**config.mk**
```make
export PLATFORM = sky130hd
export DESIGN_NAME = row_router_ctrl
export DESIGN_NICKNAME = d
export VERILOG_FILES = /design/src/rtl/row_router_ctrl_pkg.sv /design/src/rtl/row_router_ctrl_spad_sweep_counter.sv /design/src/rtl/row_router_ctrl.sv
export SDC_FILE = /design/constraint.sdc
export NUM_CORES = 1
export LEC_CHECK = 0
export ABC_AREA = 0
export CAP_MARGIN = 20
export CORE_ASPECT_RATIO = 0.9
export CORE_UTILIZATION = 40
export CTS_BUF_LIST = sky130_fd_sc_hd__clkbuf_16
export DETAILED_ROUTE_END_ITERATION = 10
export GPL_ROUTABILITY_DRIVEN = 1
export MAX_ROUTING_LAYER = met4
export PLACE_DENSITY = 0.71
export SYNTH_ARGS = -nofsm -noshare
export SYNTH_HDL_FRONTEND = slang
export SYNTH_SLANG_ARGS = --single-unit
```
**constraint.sdc**
```tcl
create_clock -name i_clk -period 2.2 [get_ports i_clk]
set_input_delay 0.22 -clock i_clk [delete_from_list [all_inputs] [get_ports i_clk]]
set_output_delay 0.22 -clock i_clk [all_outputs]
set_load 0.01 [all_outputs]
```
**src/rtl/row_router_ctrl_pkg.sv**
```systemverilog
// Shared types and width helpers for the row router sequencer.
package router_ctrl_pkg;

   typedef enum logic [2:0] {
      IDLE,
      LOAD,
      SWEEP,
      FLUSH,
      DRAIN,
      DONE
   } state_t;

   // Counter widths never collapse to zero bits, so single-entry configurations still elaborate.
   function automatic int unsigned row_idx_w(input int unsigned n);
      return (n > 1) ? $clog2(n) : 1;
   endfunction

   function automatic int unsigned sweep_w(input int unsigned n);
      return (n > 1) ? $clog2(n) : 1;
   endfunction

endpackage

```
**src/rtl/row_router_ctrl_spad_sweep_counter.sv**
```systemverilog
// Scratchpad sweep address counter plus the read-valid delay pipe that times comparator enable.
module spad_sweep_counter #(
   parameter int unsigned ADDR_WIDTH   = 8,
   parameter int unsigned SPAD_LATENCY = 1
) (
   input  logic                  i_clk,
   input  logic                  i_rst,
   input  logic                  i_clear,
   input  logic                  i_load,
   input  logic [ADDR_WIDTH-1:0] i_load_addr,
   input  logic                  i_inc,
   input  logic [ADDR_WIDTH-1:0] i_end_addr,
   input  logic                  i_read_en,
   output logic [ADDR_WIDTH-1:0] o_addr,
   output logic                  o_last,
   output logic                  o_ac_en
);

   logic [ADDR_WIDTH-1:0]   addr;
   logic [SPAD_LATENCY-1:0] pipe;

   always_ff @(posedge i_clk or posedge i_rst) begin
      if (i_rst) begin
         addr <= '0;
      end else if (i_clear) begin
         addr <= '0;
      end else if (i_load) begin
         addr <= i_load_addr;
      end else if (i_inc) begin
         addr <= addr + ADDR_WIDTH'(1);
      end
   end

   always_ff @(posedge i_clk or posedge i_rst) begin
      if (i_rst) begin
         pipe <= '0;
      end else if (i_clear) begin
         pipe <= '0;
      end else begin
         pipe[0] <= i_read_en;
         for (int unsigned i = 1; i < SPAD_LATENCY; i++) begin
            pipe[i] <= pipe[i-1];
         end
      end
   end

   assign o_addr  = addr;
   assign o_last  = (addr == i_end_addr);
   assign o_ac_en = pipe[SPAD_LATENCY-1];

endmodule

```
**src/rtl/row_router_ctrl.sv**
```systemverilog
// Sequencer for a bank of row routers: load MPP FIFOs, sweep scratchpad, drain MISO FIFOs, clear.
// Define ROUTER_CTRL_PERF_EN to add the o_perf_sweeps / o_perf_stall counters.
module row_router_ctrl
   import router_ctrl_pkg::*;
#(
   parameter int unsigned NUM_ROWS     = 3,
   parameter int unsigned ADDR_WIDTH   = 8,
   parameter int unsigned SPAD_LATENCY = 1,
   parameter int unsigned MAX_SWEEPS   = 4
) (
   input  logic                  i_clk,
   input  logic                  i_rst,
   input  logic                  i_reg_clear,
   input  logic                  i_start,
   input  logic [ADDR_WIDTH-1:0] i_addr_start,
   input  logic [ADDR_WIDTH-1:0] i_addr_end,
   input  logic                  i_ag_valid,
   input  logic [NUM_ROWS-1:0]   i_mpp_empty,
   input  logic [NUM_ROWS-1:0]   i_miso_empty,
   input  logic                  i_pe_ready,
   output logic [NUM_ROWS-1:0]   o_mpp_write_en,
   output logic                  o_spad_read_en,
   output logic [ADDR_WIDTH-1:0] o_spad_addr,
   output logic                  o_ac_en,
   output logic                  o_miso_pop_en,
   output logic                  o_route_clear,
   output logic                  o_busy,
   output logic                  o_done,
   output logic                  o_error
`ifdef ROUTER_CTRL_PERF_EN
   ,
   output logic [7:0]            o_perf_sweeps,
   output logic [15:0]           o_perf_stall
`endif
);

   localparam int unsigned ROW_W   = row_idx_w(NUM_ROWS);
   localparam int unsigned SWEEP_W = sweep_w(MAX_SWEEPS);
   localparam int unsigned FL_W    = row_idx_w(SPAD_LATENCY);

   state_t                state, state_n;
   logic [ROW_W-1:0]      row;
   logic [SWEEP_W-1:0]    sweep;
   logic [FL_W-1:0]       flush_cnt;
   logic [ADDR_WIDTH-1:0] start_q, end_q;
   logic                  err_q;

   logic                  accept, row_inc, sweep_inc, err_set, flush_done;
   logic                  addr_load, addr_inc, read_en, pop;
   logic                  row_last, sweep_last, flush_last, addr_last;
   logic [NUM_ROWS-1:0]   mpp_we;
   logic [ADDR_WIDTH-1:0] addr;

   assign row_last   = (row == ROW_W'(NUM_ROWS - 1));
   assign sweep_last = (sweep == SWEEP_W'(MAX_SWEEPS - 1));
   assign flush_last = (flush_cnt == FL_W'(SPAD_LATENCY - 1));

   spad_sweep_counter #(
      .ADDR_WIDTH  (ADDR_WIDTH),
      .SPAD_LATENCY(SPAD_LATENCY)
   ) u_sweep (
      .i_clk      (i_clk),
      .i_rst      (i_rst),
      .i_clear    (i_reg_clear),
      .i_load     (addr_load),
      .i_load_addr(start_q),
      .i_inc      (addr_inc),
      .i_end_addr (end_q),
      .i_read_en  (read_en),
      .o_addr     (addr),
      .o_last     (addr_last),
      .o_ac_en    (o_ac_en)
   );

   always_comb begin
      state_n    = state;
      accept     = 1'b0;
      row_inc    = 1'b0;
      sweep_inc  = 1'b0;
      err_set    = 1'b0;
      flush_done = 1'b0;
      addr_load  = 1'b0;
      addr_inc   = 1'b0;
      read_en    = 1'b0;
      pop        = 1'b0;
      mpp_we     = '0;
      case (state)
         IDLE: begin
            if (i_start) begin
               accept  = 1'b1;
               state_n = LOAD;
            end
         end
         LOAD: begin
            if (i_ag_valid) begin
               row_inc = 1'b1;
               for (int unsigned r = 0; r < NUM_ROWS; r++) begin
                  mpp_we[r] = (row == ROW_W'(r));
               end
               if (row_last) begin
                  addr_load = 1'b1;
                  state_n   = SWEEP;
               end
            end
         end
         SWEEP: begin
            read_en  = 1'b1;
            addr_inc = 1'b1;
            if (addr_last) state_n = FLUSH;
         end
         FLUSH: begin
            // Decide only after the last read's comparator window has passed.
            if (flush_last) begin
               flush_done = 1'b1;
               if (&i_mpp_empty) begin
                  state_n = DRAIN;
               end else if (sweep_last) begin
                  err_set = 1'b1;
                  state_n = DONE;
               end else begin
                  sweep_inc = 1'b1;
                  addr_load = 1'b1;
                  state_n   = SWEEP;
               end
            end
         end
         DRAIN: begin
            if (&i_miso_empty) begin
               state_n = DONE;
            end else if (|i_miso_empty) begin
               err_set = 1'b1;
               state_n = DONE;
            end else begin
               pop = i_pe_ready;
            end
         end
         DONE:    state_n = IDLE;
         default: state_n = IDLE;
      endcase
   end

   always_ff @(posedge i_clk or posedge i_rst) begin
      if (i_rst) begin
         state     <= IDLE;
         row       <= '0;
         sweep     <= '0;
         flush_cnt <= '0;
         start_q   <= '0;
         end_q     <= '0;
         err_q     <= 1'b0;
      end else if (i_reg_clear) begin
         state     <= IDLE;
         row       <= '0;
         sweep     <= '0;
         flush_cnt <= '0;
         start_q   <= '0;
         end_q     <= '0;
         err_q     <= 1'b0;
      end else begin
         state <= state_n;
         if (accept) begin
            start_q <= i_addr_start;
            end_q   <= i_addr_end;
            row     <= '0;
            sweep   <= '0;
            err_q   <= 1'b0;
         end
         if (row_inc)   row   <= row_last ? '0 : row + ROW_W'(1);
         if (sweep_inc) sweep <= sweep + SWEEP_W'(1);
         if (err_set)   err_q <= 1'b1;
         if ((state == FLUSH) && !flush_last) flush_cnt <= flush_cnt + FL_W'(1);
         else                                 flush_cnt <= '0;
      end
   end

`ifdef ROUTER_CTRL_PERF_EN
   logic [7:0]  perf_sweeps;
   logic [15:0] perf_stall;

   always_ff @(posedge i_clk or posedge i_rst) begin
      if (i_rst) begin
         perf_sweeps <= '0;
         perf_stall  <= '0;
      end else if (i_reg_clear || accept) begin
         perf_sweeps <= '0;
         perf_stall  <= '0;
      end else begin
         if (flush_done && (perf_sweeps != '1)) perf_sweeps <= perf_sweeps + 8'd1;
         if ((state == DRAIN) && !i_pe_ready && (perf_stall != '1))
            perf_stall <= perf_stall + 16'd1;
      end
   end

   assign o_perf_sweeps = perf_sweeps;
   assign o_perf_stall  = perf_stall;
`endif

   assign o_mpp_write_en = mpp_we;
   assign o_spad_read_en = read_en;
   assign o_spad_addr    = read_en ? addr : '0;
   assign o_miso_pop_en  = pop;
   assign o_route_clear  = (state == DONE);
   assign o_done         = (state == DONE);
   assign o_busy         = (state != IDLE);
   assign o_error        = err_q;

endmodule

```
# --- Word-level counts from Yosys, hierarchy flattened ---
# Index checks and enable logic that the tools add are counted.
# W data, S select, Z words.
word_totals:
  in_bits: 28
  register_bits: 34
  output_inout_bits: 18
  wordCells: 95
op_classes:
  n_reduce_logical: 13
  add_sub_neg: 4
  n_eq_ne: 15
  muxes: 54
ops:
  columns: ["op", "count"]
  rows:
  - ["$mux W8", 8]
  - ["$mux W3", 12]
  - ["$mux W1", 25]
  - ["$ne A3 B3 Y1 const B", 5]
  - ["$pmux W3 S5", 1]
  - ["$reduce_bool A3 Y1", 5]
  - ["$mux W2", 6]
  - ["$add A8 B1 Y8 const B", 1]
  - ["$eq A8 B8 Y1", 1]
  - ["$eq A3 B2 Y1 const B", 2]
  - ["$eq A3 B3 Y1 const B", 2]
  - ["$reduce_and A3 Y1", 2]
  - ["$reduce_and A6 Y1", 1]
  - ["$add A2 B1 Y2 const B", 2]
  - ["$eq A2 B2 Y1 const B", 2]
  - ["$ne A4 B4 Y1 const B", 1]
  - ["$pmux W1 S2", 2]
  - ["$eq A3 B1 Y1 const B", 1]
  - ["$logic_not A3 Y1", 1]
  - ["$reduce_or A3 Y1", 1]
  - ["$eq A2 B1 Y1 const B", 1]
  - ["$logic_not A2 Y1", 1]
  - ["$reduce_bool A2 Y1", 1]
  - ["$add A1 B1 Y1 const B", 1]
  - ["$logic_and A1 B1 Y1", 1]

# --- Depth between registers and ports, before layout ---
depth:
  ltp_word: 7
  ltp_mapped: 6
  mapped_depth_nobuf: 5

# --- Hierarchy ---
# A second synthesis with hierarchy kept.
hier_totals:
  hier_cells: 211
  area_unflattened_um2: 1971.9
by_module_without_submodules:
  columns: ["mod", "n_inst", "area_each_um2", "seq_area_each_um2", "cells_each"]
  rows:
  - ["row_router_ctrl", 1, 1371.3, 625.6, 147]
  - ["spad_sweep_counter", 1, 600.6, 225.2, 64]

# --- Worst setup path after synthesis ---
# OpenSTA, ideal clock, no wires.
synth_timing:
  kind: "register to register"
  startpoint: "reg sweep[0]"
  endpoint: "reg sweep[0]"
  t_required_ns: 2.128
  period_less_slack_ns: 1.666
  path_slack_ns: 0.534
  setup_time_ns: 0.072
  arrival_ns: 1.594
  path_stages_with_launch: 6
  n_path_buf: 0
  path_cell_list: "dfrtp_1 ha_1 a311oi_2 and2_1 mux2_1 nor2_1"
synth_between:
  elab_chain_len: 7
  word_cells_on_any_way: 9
  classes_between: "add/sub (1); eq/ne (1); mux (6); reduce/logical (1)"
synth_lines:
  columns: ["item", "line", "rtl"]
  rows:
  - ["start, declared", "row_router_ctrl.sv:43", "logic [SWEEP_W-1:0] sweep;"]
  - ["start signal, assigned", "row_router_ctrl.sv:169", "if (sweep_inc) sweep <= sweep + SWEEP_W'(1);"]
  - ["$eq A2 B2 Y1", "row_router_ctrl.sv:55", "assign sweep_last = (sweep == SWEEP_W'(MAX_SWEEPS - 1));"]
  - ["$mux W1", "row_router_ctrl.sv:117", "end else if (sweep_last) begin"]
  - ["$mux W1", "row_router_ctrl.sv:115", "if (&i_mpp_empty) begin"]
  - ["$mux W1", "row_router_ctrl.sv:113", "if (flush_last) begin"]
  - ["$mux W1", "row_router_ctrl.sv:87", "case (state)"]
  - ["$mux W2", "row_router_ctrl.sv:169", null]
  - ["$mux W2", "row_router_ctrl.sv:151", "end else if (i_reg_clear) begin"]
# Parallel ways exist; a longest one is shown, timed or not.
# A chain may end at the register's enable or synchronous reset.

# --- Final worst setup path ---
layout_timing:
  startpoint: "reg state[2]"
  endpoint: "out o_mpp_write_en[1]"
layout_between:
  elab_chain_len: 2
layout_lines:
  columns: ["item", "line", "rtl"]
  rows:
  - ["start, declared", "row_router_ctrl.sv:41", "state_t state, state_n;"]
  - ["start signal, assigned", "row_router_ctrl.sv:160", "state <= state_n;"]
  - ["$eq A3 B1 Y1", "row_router_ctrl.sv:87", null]
  - ["$mux W3", "row_router_ctrl.sv:87", null]
  - ["end, declared", "row_router_ctrl.sv:21", "output logic [NUM_ROWS-1:0] o_mpp_write_en,"]
# No other way between the ends.

==> qor.txt <==
Via density -> 5.22
Share of cells above drive strength 1 -> 11.5%
Post-CTS Hold Fix Bufs -> 0
1st-iter DRT viols -> 130
First-pass iteration count of the detailed router -> 4
Reg clk slew, reported paths -> 50 ps
H-tree levels -> 2
GR Util met2 -> 31.6%
CTS tree -> yes
Tot Pwr -> 0.00212 W
Core area -> 0.00455 mm2
Hpwl dp -> 3330 um
Dpl cell area -> 0.00246 mm2
GP Congestion -> 0.861
FF-to-FF Start -> state[2]
Max cap viols -> 0
Power per cell area -> 808 mW/mm2
Status -> completed
Max-slew headroom -> 62.1%
Critical path type -> register to primary output
R2R cell count -> 4
Final WL -> 4530 um
Row count -> 23
Yosys top cell area share -> 43.9%
CP cell instances -> nand4bb_1 -> nor3_1 -> clkdlybuf4s50_1
Slew Viols, Final -> 0
Hold Vio Cnt, Final -> 0
Crit path required time -> 1980 ps
Grt met3 use -> 3.53%
Worst-margin pin slew -> 568 ps
Initial antenna violation count -> 0
Setup violators final -> 0
Most common cell after layout, fill and taps aside -> clkdlybuf4s50_1
Startpoint class of the critical path -> register
IR drop worst, VDD -> 0.583 mV
Met1 usage -> 25.7%
Hold Crit Class -> input pin to asynchronous set/reset pin
Reg2reg setup slack -> 400 ps
Gr ovfl total -> 0
Die footprint -> 0.00513 mm2
YS warnings -> 0
Finished Cell Area -> 0.00262 mm2
Cell Area, Synth -> 0.00194 mm2
Most frequent cells in the layout -> 45 x clkdlybuf4s50_1, 37 x nand2_1, 31 x dfrtp_1, 21 x a21oi_1, 17 x nor2_1
Drt wl/cell -> 14.1 um
Final period util -> 95.0%
Largest net degree at the start of global routing -> 35
Root buf cell -> clkbuf_16
Worst R2R End -> u_sweep.o_addr[3]
Vias in the first global route -> 1556
CP Capture Type -> primary output
DRC -> 0
Sequential area share after synthesis -> 43.9%
Clk buf depth -> 2
Cell count after synthesis -> 210
Slowest stage cell, crit path -> clkdlybuf4s50_1
Clk sink count -> 34
Cts bufs inserted -> 5
Synth area leaders -> dfrtp_1 44%, nand2_1 7.2%, xor2_1 6.3%
Ant diodes -> 0
Starting Density -> 42.7%
Syn nets -> 240
Crit path DAT -> 1870 ps
PortBufs -> 45
Leading area contributor after synthesis -> dfrtp_1
Final net count -> 289
Unrepaired setup endpoints after global routing -> no
Layout area overhead -> 35.2%
Gr busiest metal -> met2
Vias -> 1681
Slowest stage delay, CP -> 580 ps
Die Width -> 75.4 um
Clock Latency Late Sink -> 280 ps
Max FO, Critical Path -> 11
Fmax -> 478 MHz
Post-synth cell types -> 43
Fin crit period -> 2090 ps
Setup Total Neg Slack -> 0 ps
Routed Antenna Nets -> 0
Ports -> 46
Mapped Avg Cell Area -> 9.24 um2
Height of the chip -> 68.1 um
Pleak -> 1.14 nW
Gr usage total -> 20.1%
Worst clock skew -> 1.81 ps
Synthesized flop and latch total -> 34
First-pass GRT wire length -> 7290 um
-- kinds of logic (layout without fill, tap and decap cells) --
logic type,after synthesis,count (layout),share of synthesized area [%]
and+or+nand+nor,97,97,27.2
AOI/OAI and AO/OA,39,39,14.5
DFF,34,34,43.9
buffers and inverters,20,70,5.10
xor gates and xnor gates,15,15,6.77
adders and majority gates,2,2,1.29
muxes,2,2,1.10
other,1,1,0.193
-- registers in the layout (all words and copies together) (netlist names) --
name and count:
start_q 8, row 2, flush_cnt 1, sweep 2, end_q 8, u_sweep.o_ac_en 1
o_error 1, u_sweep.o_addr 8, state 3
-- critical path: cells and delay by family (launching register included) --
kind,cells,cell delay (ps)
simple gates,2,510
buf+inv,1,580
flops,1,500
-- Yosys cell counts (all sizes together) --
cell	n
xor2	14
nor2b	1
mux2	1
a211oi	11
clkbuf	6
dfrtp	34
inv	5
buf	9
o21ai	1
o2111ai	1
a31oi	1
nor4b	1
nor3b	3
and2	9
or4b	1
nand2	37
mux2i	1
o32ai	1
a21boi	1
conb	1
a32oi	1
ha	2
nand3b	2
or3	2
nand4	5
or3b	1
a311oi	1
a21oi	21
and4b	1
nor3	4
nor4	3
nand3	2
and3	5
xnor2	1
and3b	1
and4bb	1
nor2	17
nand4bb	1
-- per-stage QoR --
| stage | utilization [%] | setup WS, ps | instances | hold slack, ps |
|---|---|---|---|---|
| after global placement | 54.2 | 239 | 312 | 514 |
| final | 57.7 | 109 | 322 | 331 |
| after global routing | 57.7 | 21.3 | 322 | 437 |
| after floorplan | - | 534 | 210 | 351 |
| after CTS | 57.6 | 25.6 | 322 | 350 |
| after detailed placement | 54.2 | 165 | 312 | 523 |
-- where the power goes --
group / total (W) / leakage [nW] / switching, W / internal (W)
clock: 0.000661 / 0.0672 / 0.000249 / 0.000412
combinational: 0.000627 / 0.614 / 0.000314 / 0.000313
sequential: 0.000831 / 0.458 / 0.000121 / 0.000710
-- area by class of cell --
| class | count | area, um2 |
|---|---|---|
| clock inverters | 3 | 16.3 |
| clock buffers | 5 | 125 |
| well taps | 62 | 77.6 |
| inverters | 5 | 18.8 |
| multi-input cells | 156 | 990 |
| repair buffers | 57 | 541 |
| fillers | 437 | 1920 |
| flip-flops and latches | 34 | 855 |
-- per-layer routing --
layer / up-vias / wire (um)
li1: 823 / -
met1: 807 / 2110
met2: 42 / 2150
met3: 9 / 198
met4: 0 / 78
met5: - / 0
-- how the worst max path moves through the flow --
stage                               start  cells after the start  slack (ps)                end
after floorplan                  sweep[0]                      5         530           sweep[0]
after global placement    i_miso_empty[1]                      4         240      o_miso_pop_en
after detailed placement  i_miso_empty[1]                      4         170      o_miso_pop_en
after CTS                        state[0]                      3          30  o_mpp_write_en[1]
after global routing             state[0]                      4          20     o_spad_addr[5]
final                            state[2]                      3         110  o_mpp_write_en[1]
-- what timing repair did --
item	CTS	global route
setup buffers	2	0
pin swaps	0	0
endpoints found under the setup margin	10	14
resized for setup	1	2
Power figures use the tool's default switching activity.
